===== src/rtl/fir_mac_sequencer_if.sv =====
// Sample input, result handshake, coefficient configuration and status
// signals of fir_mac_sequencer.
interface fir_mac_sequencer_if #(
  parameter int DATA_W = 10,
  parameter int COEF_W = 16,
  parameter int NTAPS  = 31
);
  localparam int H  = (NTAPS + 1) / 2;
  localparam int AW = $clog2(H);

  logic              in_valid;
  logic [DATA_W-1:0] in_data;
  logic              out_valid;
  logic              out_ready;
  logic [DATA_W-1:0] out_data;
  logic              cfg_we;
  logic [AW-1:0]     cfg_addr;
  logic [COEF_W-1:0] cfg_data;
  logic              busy;
  logic              overrun;
  logic              cfg_err;

  modport master (
    output in_valid, in_data, out_ready, cfg_we, cfg_addr, cfg_data,
    input  out_valid, out_data, busy, overrun, cfg_err
  );

  modport slave (
    input  in_valid, in_data, out_ready, cfg_we, cfg_addr, cfg_data,
    output out_valid, out_data, busy, overrun, cfg_err
  );
endinterface


===== src/rtl/fir_mac_sequencer.sv =====
// Symmetric odd-length FIR with one shared multiplier: folds tap pairs,
// accumulates one pair per cycle, then rounds/saturates to DATA_W bits.
module fir_mac_sequencer #(
  parameter int DATA_W = 10,
  parameter int COEF_W = 16,
  parameter int NTAPS  = 31
) (
  input logic               clk,
  input logic               reset,
  fir_mac_sequencer_if.slave bus
);
  localparam int H     = (NTAPS + 1) / 2;
  localparam int AW    = $clog2(H);
  localparam int PW    = $clog2(NTAPS);
  localparam int PRW   = COEF_W + DATA_W + 1;
  localparam int ACC_W = DATA_W + 1 + COEF_W + AW + 1;
  localparam int RW    = ACC_W - COEF_W;

  localparam logic [PW-1:0]    PTR_LAST = PW'(NTAPS - 1);
  localparam logic [AW-1:0]    K_LAST   = AW'(H - 1);
  localparam logic [PW:0]      NT_EXT   = (PW + 1)'(NTAPS);
  localparam logic [ACC_W-1:0] RND      = ACC_W'(1) << (COEF_W - 1);

  typedef enum logic [1:0] {IDLE, MAC, ROUND, OUT} state_t;

  state_t state_q, state_d;

  logic [DATA_W-1:0] hist [NTAPS];
  logic [COEF_W-1:0] coef [H];
  logic [PW-1:0]     wr_ptr_q;
  logic [PW-1:0]     head_q;
  logic [AW-1:0]     k_q;
  logic [ACC_W-1:0]  acc_q;
  logic [DATA_W-1:0] out_data_q;
  logic              out_valid_q;
  logic              overrun_q;
  logic              cfg_err_q;

  logic accept, mac_step, do_round, out_release;
  logic addr_ok, cfg_ok;

  logic [PW:0]       a_sum, b_sum, idx_a, idx_b;
  logic [DATA_W-1:0] xa, xb;
  logic [DATA_W:0]   pair;
  logic [PRW-1:0]    prod;
  logic [ACC_W-1:0]  rnd_sum;
  logic [RW-1:0]     rnd_q;
  logic [DATA_W-1:0] sat_q;

  if (H == (1 << AW)) begin : g_addr_full
    assign addr_ok = 1'b1;
  end else begin : g_addr_range
    assign addr_ok = (bus.cfg_addr < AW'(H));
  end

  assign cfg_ok = bus.cfg_we && (state_q == IDLE) && addr_ok;

  always_ff @(posedge clk or posedge reset) begin
    if (reset) state_q <= IDLE;
    else       state_q <= state_d;
  end

  always_comb begin
    state_d     = state_q;
    accept      = 1'b0;
    mac_step    = 1'b0;
    do_round    = 1'b0;
    out_release = 1'b0;
    case (state_q)
      IDLE: begin
        if (bus.in_valid) begin
          accept  = 1'b1;
          state_d = MAC;
        end
      end
      MAC: begin
        mac_step = 1'b1;
        if (k_q == K_LAST) state_d = ROUND;
      end
      ROUND: begin
        do_round = 1'b1;
        state_d  = OUT;
      end
      OUT: begin
        if (bus.out_ready) begin
          out_release = 1'b1;
          state_d     = IDLE;
        end
      end
      default: state_d = IDLE;
    endcase
  end

  // head_q holds x[n]; x[n-k] sits k slots behind it and x[n-(NTAPS-1-k)]
  // sits k+1 slots ahead of it in the circular history.
  always_comb begin
    a_sum = {1'b0, head_q} + NT_EXT - (PW + 1)'(k_q);
    b_sum = {1'b0, head_q} + (PW + 1)'(k_q) + (PW + 1)'(1);
    idx_a = (a_sum >= NT_EXT) ? a_sum - NT_EXT : a_sum;
    idx_b = (b_sum >= NT_EXT) ? b_sum - NT_EXT : b_sum;
    xa    = hist[idx_a[PW-1:0]];
    xb    = hist[idx_b[PW-1:0]];
    pair  = (k_q == K_LAST) ? {1'b0, xa} : ({1'b0, xa} + {1'b0, xb});
    prod  = PRW'(coef[k_q]) * PRW'(pair);
  end

  always_comb begin
    rnd_sum = acc_q + RND;
    rnd_q   = rnd_sum[ACC_W-1:COEF_W];
    sat_q   = (|rnd_q[RW-1:DATA_W]) ? '1 : rnd_q[DATA_W-1:0];
  end

  always_ff @(posedge clk or posedge reset) begin
    if (reset) begin
      for (int unsigned i = 0; i < H; i++) coef[i] <= '0;
      coef[H-1] <= '1;
    end else if (cfg_ok) begin
      coef[bus.cfg_addr] <= bus.cfg_data;
    end
  end

  always_ff @(posedge clk or posedge reset) begin
    if (reset) begin
      for (int unsigned i = 0; i < NTAPS; i++) hist[i] <= '0;
      wr_ptr_q    <= '0;
      head_q      <= '0;
      k_q         <= '0;
      acc_q       <= '0;
      out_data_q  <= '0;
      out_valid_q <= 1'b0;
      overrun_q   <= 1'b0;
      cfg_err_q   <= 1'b0;
    end else begin
      if (accept) begin
        hist[wr_ptr_q] <= bus.in_data;
        head_q         <= wr_ptr_q;
        wr_ptr_q       <= (wr_ptr_q == PTR_LAST) ? '0 : wr_ptr_q + PW'(1);
        acc_q          <= '0;
        k_q            <= '0;
      end
      if (mac_step) begin
        acc_q <= acc_q + ACC_W'(prod);
        k_q   <= (k_q == K_LAST) ? '0 : k_q + AW'(1);
      end
      if (do_round) begin
        out_data_q  <= sat_q;
        out_valid_q <= 1'b1;
      end
      if (out_release) out_valid_q <= 1'b0;
      if (bus.in_valid && (state_q != IDLE)) overrun_q <= 1'b1;
      if (bus.cfg_we && !cfg_ok) cfg_err_q <= 1'b1;
    end
  end

  assign bus.out_valid = out_valid_q;
  assign bus.out_data  = out_data_q;
  assign bus.busy      = (state_q != IDLE);
  assign bus.overrun   = overrun_q;
  assign bus.cfg_err   = cfg_err_q;
endmodule


===== src/flat_wrapper.sv =====
// flat-port wrapper written by rule: the top's interface ports become plain ports
module fir_mac_sequencer_flat 
#(
  parameter int DATA_W = 10,
  parameter int COEF_W = 16,
  parameter int NTAPS  = 31
)
  (clk, reset, bus_in_valid, bus_in_data, bus_out_ready, bus_cfg_we, bus_cfg_addr, bus_cfg_data, bus_out_valid, bus_out_data, bus_busy, bus_overrun, bus_cfg_err);
  fir_mac_sequencer_if #(.DATA_W(DATA_W), .COEF_W(COEF_W), .NTAPS(NTAPS)) bus_i ();
  input logic clk;
  input logic reset;
  input wire logic [$bits(bus_i.in_valid)-1:0] bus_in_valid;
  input wire logic [$bits(bus_i.in_data)-1:0] bus_in_data;
  input wire logic [$bits(bus_i.out_ready)-1:0] bus_out_ready;
  input wire logic [$bits(bus_i.cfg_we)-1:0] bus_cfg_we;
  input wire logic [$bits(bus_i.cfg_addr)-1:0] bus_cfg_addr;
  input wire logic [$bits(bus_i.cfg_data)-1:0] bus_cfg_data;
  output wire logic [$bits(bus_i.out_valid)-1:0] bus_out_valid;
  output wire logic [$bits(bus_i.out_data)-1:0] bus_out_data;
  output wire logic [$bits(bus_i.busy)-1:0] bus_busy;
  output wire logic [$bits(bus_i.overrun)-1:0] bus_overrun;
  output wire logic [$bits(bus_i.cfg_err)-1:0] bus_cfg_err;
  assign bus_i.in_valid = bus_in_valid;
  assign bus_i.in_data = bus_in_data;
  assign bus_i.out_ready = bus_out_ready;
  assign bus_i.cfg_we = bus_cfg_we;
  assign bus_i.cfg_addr = bus_cfg_addr;
  assign bus_i.cfg_data = bus_cfg_data;
  assign bus_out_valid = bus_i.out_valid;
  assign bus_out_data = bus_i.out_data;
  assign bus_busy = bus_i.busy;
  assign bus_overrun = bus_i.overrun;
  assign bus_cfg_err = bus_i.cfg_err;
  fir_mac_sequencer #(.DATA_W(DATA_W), .COEF_W(COEF_W), .NTAPS(NTAPS)) u_core (.clk(clk), .reset(reset), .bus(bus_i));
endmodule

===== config.mk =====
export PLATFORM = sky130hd
export DESIGN_NAME = fir_mac_sequencer_flat
export DESIGN_NICKNAME = d
export VERILOG_FILES = /design/src/rtl/fir_mac_sequencer_if.sv /design/src/rtl/fir_mac_sequencer.sv /design/src/flat_wrapper.sv
export SDC_FILE = /design/constraint.sdc
export NUM_CORES = 2
export LEC_CHECK = 0
export BUFFER_PORTS_ARGS = -buffer_cell sky130_fd_sc_hd__buf_2
export CORE_MARGIN = 3
export CORE_UTILIZATION = 39
export CTS_CLUSTER_SIZE = 12
export DETAILED_ROUTE_END_ITERATION = 8
export SYNTH_ARGS = -nofsm -noshare
export SYNTH_HDL_FRONTEND = slang
export SYNTH_SLANG_ARGS = --single-unit
export TNS_END_PERCENT = 5

===== constraint.sdc =====
create_clock -name clk -period 46.3 [get_ports clk]
set_clock_uncertainty 0.2 [all_clocks]
set_input_delay 4.63 -clock clk [delete_from_list [all_inputs] [get_ports clk]]
set_output_delay 4.63 -clock clk [all_outputs]
set_load 0.005 [all_outputs]

---- Word-level counts from Yosys, hierarchy flattened ----
Index checks and enable logic that the tools add are counted.
cells by class
  eq/ne operators ......................... 8
  bitwise logic cells ..................... 5
  muxes and demuxes ....................... 37
  reduce and logical (&&, ||, !) cells .... 12
  multiply operators ...................... 1
  magnitude comparators ................... 9
  add/sub/neg operators ................... 11
operators by type and width
  cell                                                                    number
  310-bit bitwise mux                                                     1
  256-bit bitwise mux                                                     1
  10-bit binary-select mux with 5-bit select                              2
  16-bit binary-select mux with 4-bit select                              1
  16-bit demux with 4-bit select                                          1
  32-bit two-way mux                                                      2
  10-bit two-way mux                                                      6
  10-bit demux with 5-bit select                                          1
  16-bit two-way mux                                                      3
  32-bit by 16-bit adder with 32-bit output (second input constant)       1
  32-bit by 27-bit adder with 32-bit output                               1
  16-bit by 11-bit multiplier with 27-bit output                          1
  6-bit >= comparator (second input constant)                             3
  5-bit inverter with 6-bit output                                        3
  5-bit two-way mux                                                       3
  6-bit by 5-bit >= comparator with 1-bit output (second input constant)  2
  4-bit two-way mux                                                       3
  10-bit by 10-bit adder with 11-bit output                               1
  11-bit two-way mux                                                      1
  5-bit >= comparator (second input constant)                             2
  4-bit inverter with 5-bit output                                        2
  5-bit subtractor (second input constant)                                2
  1-bit two-way mux                                                       8
  2-bit one-hot mux with 4 select lines                                   1
  other kinds (21)                                                        31
storage, ports and cells
  register bits after elaboration ......... 627
  word-level logic and storage cells ...... 139
  input bits .............................. 35

---- Depth between registers and ports, before layout ----
  depth after elaboration ................. 13
  mapped depth ............................ 55

---- Least setup slack after synthesis ----
Ideal clock, no wire load.
  kind .................................... register to register
  from .................................... register u_core.k_q[0]
  to ...................................... register u_core.acc_q[31]
  cell stages (with the launch flop) ...... 53
  library setup time ...................... 124 ps
  buffers on the path ..................... 11
  arrival time ............................ 12,396 ps
  data required time ...................... 45,976 ps
  clock period less this slack ............ 12,720 ps
  setup slack ............................. 33,580 ps
  cells stage by stage .................... dfrtp_1 clkbuf_1 buf_2 buf_1 inv_1 ha_1 buf_2 inv_1 buf_1 clkbuf_1 clkbuf_1 ha_1 and2_1 o211ai_1 nand3_1 buf_2 buf_2 clkbuf_1 [17 not listed] nor3_1 fa_1 fa_1 fa_1 fa_1 inv_1 fa_1 inv_1 ha_1 a21o_1 a211o_1 a31oi_1 o41ai_1 a311oi_1 o21ai_0 o41ai_1 nor3b_1 a211o_1
between the ends
  cells in the longest elaborated chain, start to end .. 13
  elaborated cells between the ends (all ways) .. 27
  those cells by class .................... add/sub: 7; mul: 1; order compare: 2; eq/ne: 1; mux: 13; bitwise: 3
RTL lines
  element                                                                             RTL line                  text
  start, declared                                                                     fir_mac_sequencer.sv:32   logic [AW-1:0] k_q;
  start signal, assigned                                                              fir_mac_sequencer.sv:143  k_q <= (k_q == K_LAST) ? '0 : k_q + AW'(1);
  5-bit by 4-bit adder with 6-bit output                                              fir_mac_sequencer.sv:98   b_sum = {1'b0, head_q} + (PW + 1)'(k_q) + (PW + 1)'(1);
  6-bit by 1-bit adder with 6-bit output                                              fir_mac_sequencer.sv:98
  5-bit subtractor or 6-bit by 5-bit >= comparator with 1-bit output (tied branches)  fir_mac_sequencer.sv:100  idx_b = (b_sum >= NT_EXT) ? b_sum - NT_EXT : b_sum;
  5-bit two-way mux                                                                   fir_mac_sequencer.sv:100
  5-bit inverter with 6-bit output (not written as such)                              fir_mac_sequencer.sv:102  xb = hist[idx_b[PW-1:0]];
  10-bit binary-select mux with 5-bit select                                          fir_mac_sequencer.sv:102
  10-bit two-way mux (not written as such) (2 in series)                              fir_mac_sequencer.sv:102
  10-bit by 10-bit adder with 11-bit output                                           fir_mac_sequencer.sv:103  pair = (k_q == K_LAST) ? {1'b0, xa} : ({1'b0, xa} + {1'b0, xb});
  11-bit two-way mux                                                                  fir_mac_sequencer.sv:103
  16-bit by 11-bit multiplier with 27-bit output (*)                                  fir_mac_sequencer.sv:104  prod = PRW'(coef[k_q]) * PRW'(pair);
  32-bit by 27-bit adder with 32-bit output (*)                                       fir_mac_sequencer.sv:142  acc_q <= acc_q + ACC_W'(prod);
  32-bit two-way mux (*)                                                              fir_mac_sequencer.sv:141  if (mac_step) begin
  end signal, assigned                                                                fir_mac_sequencer.sv:142
  end, declared                                                                       fir_mac_sequencer.sv:33   logic [ACC_W-1:0] acc_q;
Every way passes the cells marked *; elsewhere a longest branch is shown, timed or not. The select of a mux whose other input is x is not followed.
A chain may end at the register's enable or synchronous reset.

---- Worst setup path after layout ----
Same ends and word-level chain as after synthesis.

==> reports/qor.yml <==
outcome:
  outcome: "finished clean"
synthesis:
  synth_nets: 4028
  ys_ff_latch: 627
  synth_xor_area_frac: 0.00998
  syn-cell-area_um2: 41000
  synthSimpleGateAreaFrac: 0.0875
  netlist.area_leader.share: 0.373
  synth_top_area_cell: "dfrtp_1"
  syn_avg_cell_area_um2: 11.0
  async_flop_share: 1.00
  synthCells: 3740
  synth_top_family_by_area: "multiplexers"
  synth_common_cells: "dfrtp_1, mux2_2, nand2_1"
  synth-adder-area-share: 0.106
  synth-compound-area-share: 0.114
  synth_ff_type: "dfrtp_1"
  yosysMostFrequentCell: "dfrtp_1"
  ys_types: 99
  ys_seq_area_frac: 0.383
  ys_warn_count: 0
  synth_edf_count: 0
  ys_top_cells_by_area: "dfrtp_1, mux2_2, fa_1"
  muxShareOfSynthArea: 0.248
setup_path:
  crit_path_top_delay_cell: "a211oi_4"
  crit_fanout: 36
  rrSetupSlack_ns: 31.74
  critPathRequiredTime_ns: 46.63
  r2r_cells: 46
  timing.rr.start: "u_core.k_q[0]"
  worst_setup_path_start_kind: "flip-flop"
  crit_arrival_ns: 14.89
  max_stage_delay_ns: 0.73
  worstSetupEndpointType: "flip-flop"
  worst-setup-path-type: "flip-flop to flip-flop"
  reg2reg_to: "u_core.acc_q[31]"
global_route:
  track_usage: 0.246
  grt_pass1_vias: 31100
  grt_pass1_wl_um: 203000
  grt_max_degree: 171
  antenna_found_initial: 3
  grt.overflow.total: 0
route:
  drt_iter0_drc: 3332
  wirelength_um: 134000
  ant_nets: 0
  drc: 0
  wire_per_inst_um: 26.1
  avgViaCountPerCell: 6.09
  vias: 31300
  first_pass_iters: 7
clocking:
  clock-sinks: 627
  root_buffer: "clkbuf_16"
  cts_resized: 0
  clk_latency_ns: 0.65
  clk_pin_slew_worst_paths_ns: 0.06
  h-tree-depth: 3
  post_cts_buffers: 0
  cts_made_buffers: 72
  ctsHoldBuffers: 0
  cts_tree: "done"
  clock_path_buffers: 3
sta:
  max_freq_mhz: 68.7
  fin_crit_ns: 14.56
  finalHoldViolCount: 0
  rsz0062_at_grt: "false"
  setup_violations: 0
  relSlewSlack: 0.178
  fin_crit_sh: 0.315
  worst_pin_slew_ns: 1.20
  slew_violations: 0
  fin_tns_setup_ns: 0
cells_and_area:
  multi_input_area_um2: 23300
  area_delta_synth_final_pct: 9.93
  num_antenna_cells: 0
  drive_above_1_share: 0.262
  num-fill-cells: 9923
  layout.nets: 3993
  regArea_um2: 15700
die:
  placeableCoreArea_um2: 104000
  initial_core_util: 0.394
  die_w_um: 330
  io_pins: 49
  die_y_um: 330
  fp.dieArea_um2: 109000
  rows: 118
min_path:
  worstHoldPathType: "flip-flop to flip-flop"
  hold_depth: 1
  holdCritStartpoint: "u_core.bus.overrun"
  hold_end: "u_core.bus.overrun"
flow_run:
  maxCapViolCount: 0
placement:
  dp_hpwl_um: 92200
  globalplace.congestion: 1.05
  portBuffers: 48
-- logic make-up after synthesis --
kind of cell,count (synthesis)
simple gates,778
fa+ha+maj,253
mux,863
flops,627
compound gates,658
xor+xnor,45
buf+inv,516
-- through the flow --
| step | instance area, um2 | std cells | hold slack [ns] | util | worst slack (ns) |
|---|---|---|---|---|---|
| after floorplan | 41000 | 3740 | 0.251 | - | 23.94 |
| after global placement | 42600 | 5011 | 0.234 | 0.410 | 32.56 |
| after detailed placement | 42600 | 5011 | 0.241 | 0.410 | 32.16 |
| after CTS | 45100 | 5143 | 0.258 | 0.433 | 32.10 |
| after global routing | 45100 | 5143 | 0.272 | 0.433 | 31.01 |
| final | 45100 | 5143 | 0.254 | 0.433 | 31.74 |
-- flip-flops by register name, summed over array words and instances (netlist names) --
signal / count
u_core.wr_ptr_q: 5
u_core.acc_q: 32
u_core.state_q: 2
u_core.bus.cfg_err: 1
u_core.k_q: 4
u_core.hist: 310
u_core.bus.overrun: 1
u_core.bus.out_data: 10
u_core.bus.out_valid: 1
u_core.head_q: 5
u_core.coef: 256
-- how the worst max path moves through the flow --
stage,to,from,slack [ns]
floorplan,u_core.acc_q[0],reset,23.94
global placement,u_core.acc_q[31],u_core.k_q[0],32.56
detailed placement,u_core.acc_q[31],u_core.k_q[0],32.16
CTS,u_core.acc_q[31],u_core.k_q[0],32.10
global route,u_core.acc_q[31],u_core.k_q[0],31.01
finish,u_core.acc_q[31],u_core.k_q[0],31.74
-- final cells by class --
| class | count | area share |
|---|---|---|
| Clock buffer | 107 | 0.0456 |
| Clock inverter | 25 | 0.00836 |
| Inverter | 274 | 0.0230 |
| Multi-Input combinational cell | 2597 | 0.516 |
| Sequential cell | 627 | 0.349 |
| Tap cell | 1380 | 0.0383 |
| Timing Repair Buffer | 133 | 0.0198 |
-- worst max-delay path: cells and delay by family (launching register included) --
kind | cells | cell delay, ns
adder cells (fa/ha/maj) | 11 | 4.42
flip-flops | 1 | 0.68
AO/OA/AOI/OAI | 20 | 6.38
AND/OR/NAND/NOR | 7 | 1.01
buffers and inverters | 8 | 1.68
-- layout by cell type (no fill, tap or decap), types with 27 or more instances in the layout --
cell         n
a21o_1      31
a21oi_1    125
a221oi_1    54
a31oi_1     30
and3_1      36
buf_2       48
buf_4       84
clkbuf_16   72
dfrtp_1    609
fa_1       154
ha_1        95
inv_1      270
mux2_2     599
mux2i_1    202
mux4_2      62
nand2_1    329
nand3_1     92
nor2_1     123
nor3_1      57
o21ai_0     75
o221ai_1    35
o22ai_1     69
xnor2_1     27
-- layer usage --
layer,up-vias,share of wire,wire length [um],global-route usage
li1,13400,-,-,-
met4,4,0.053,7070,0.117
met1,16000,0.43,57300,0.343
met3,387,0.088,11800,0.0495
met2,1497,0.43,58100,0.366
met5,-,0.00020,27,0
Power is not shown: default switching activity piles up to over one toggle a cycle in this logic, so the estimate is an artifact.
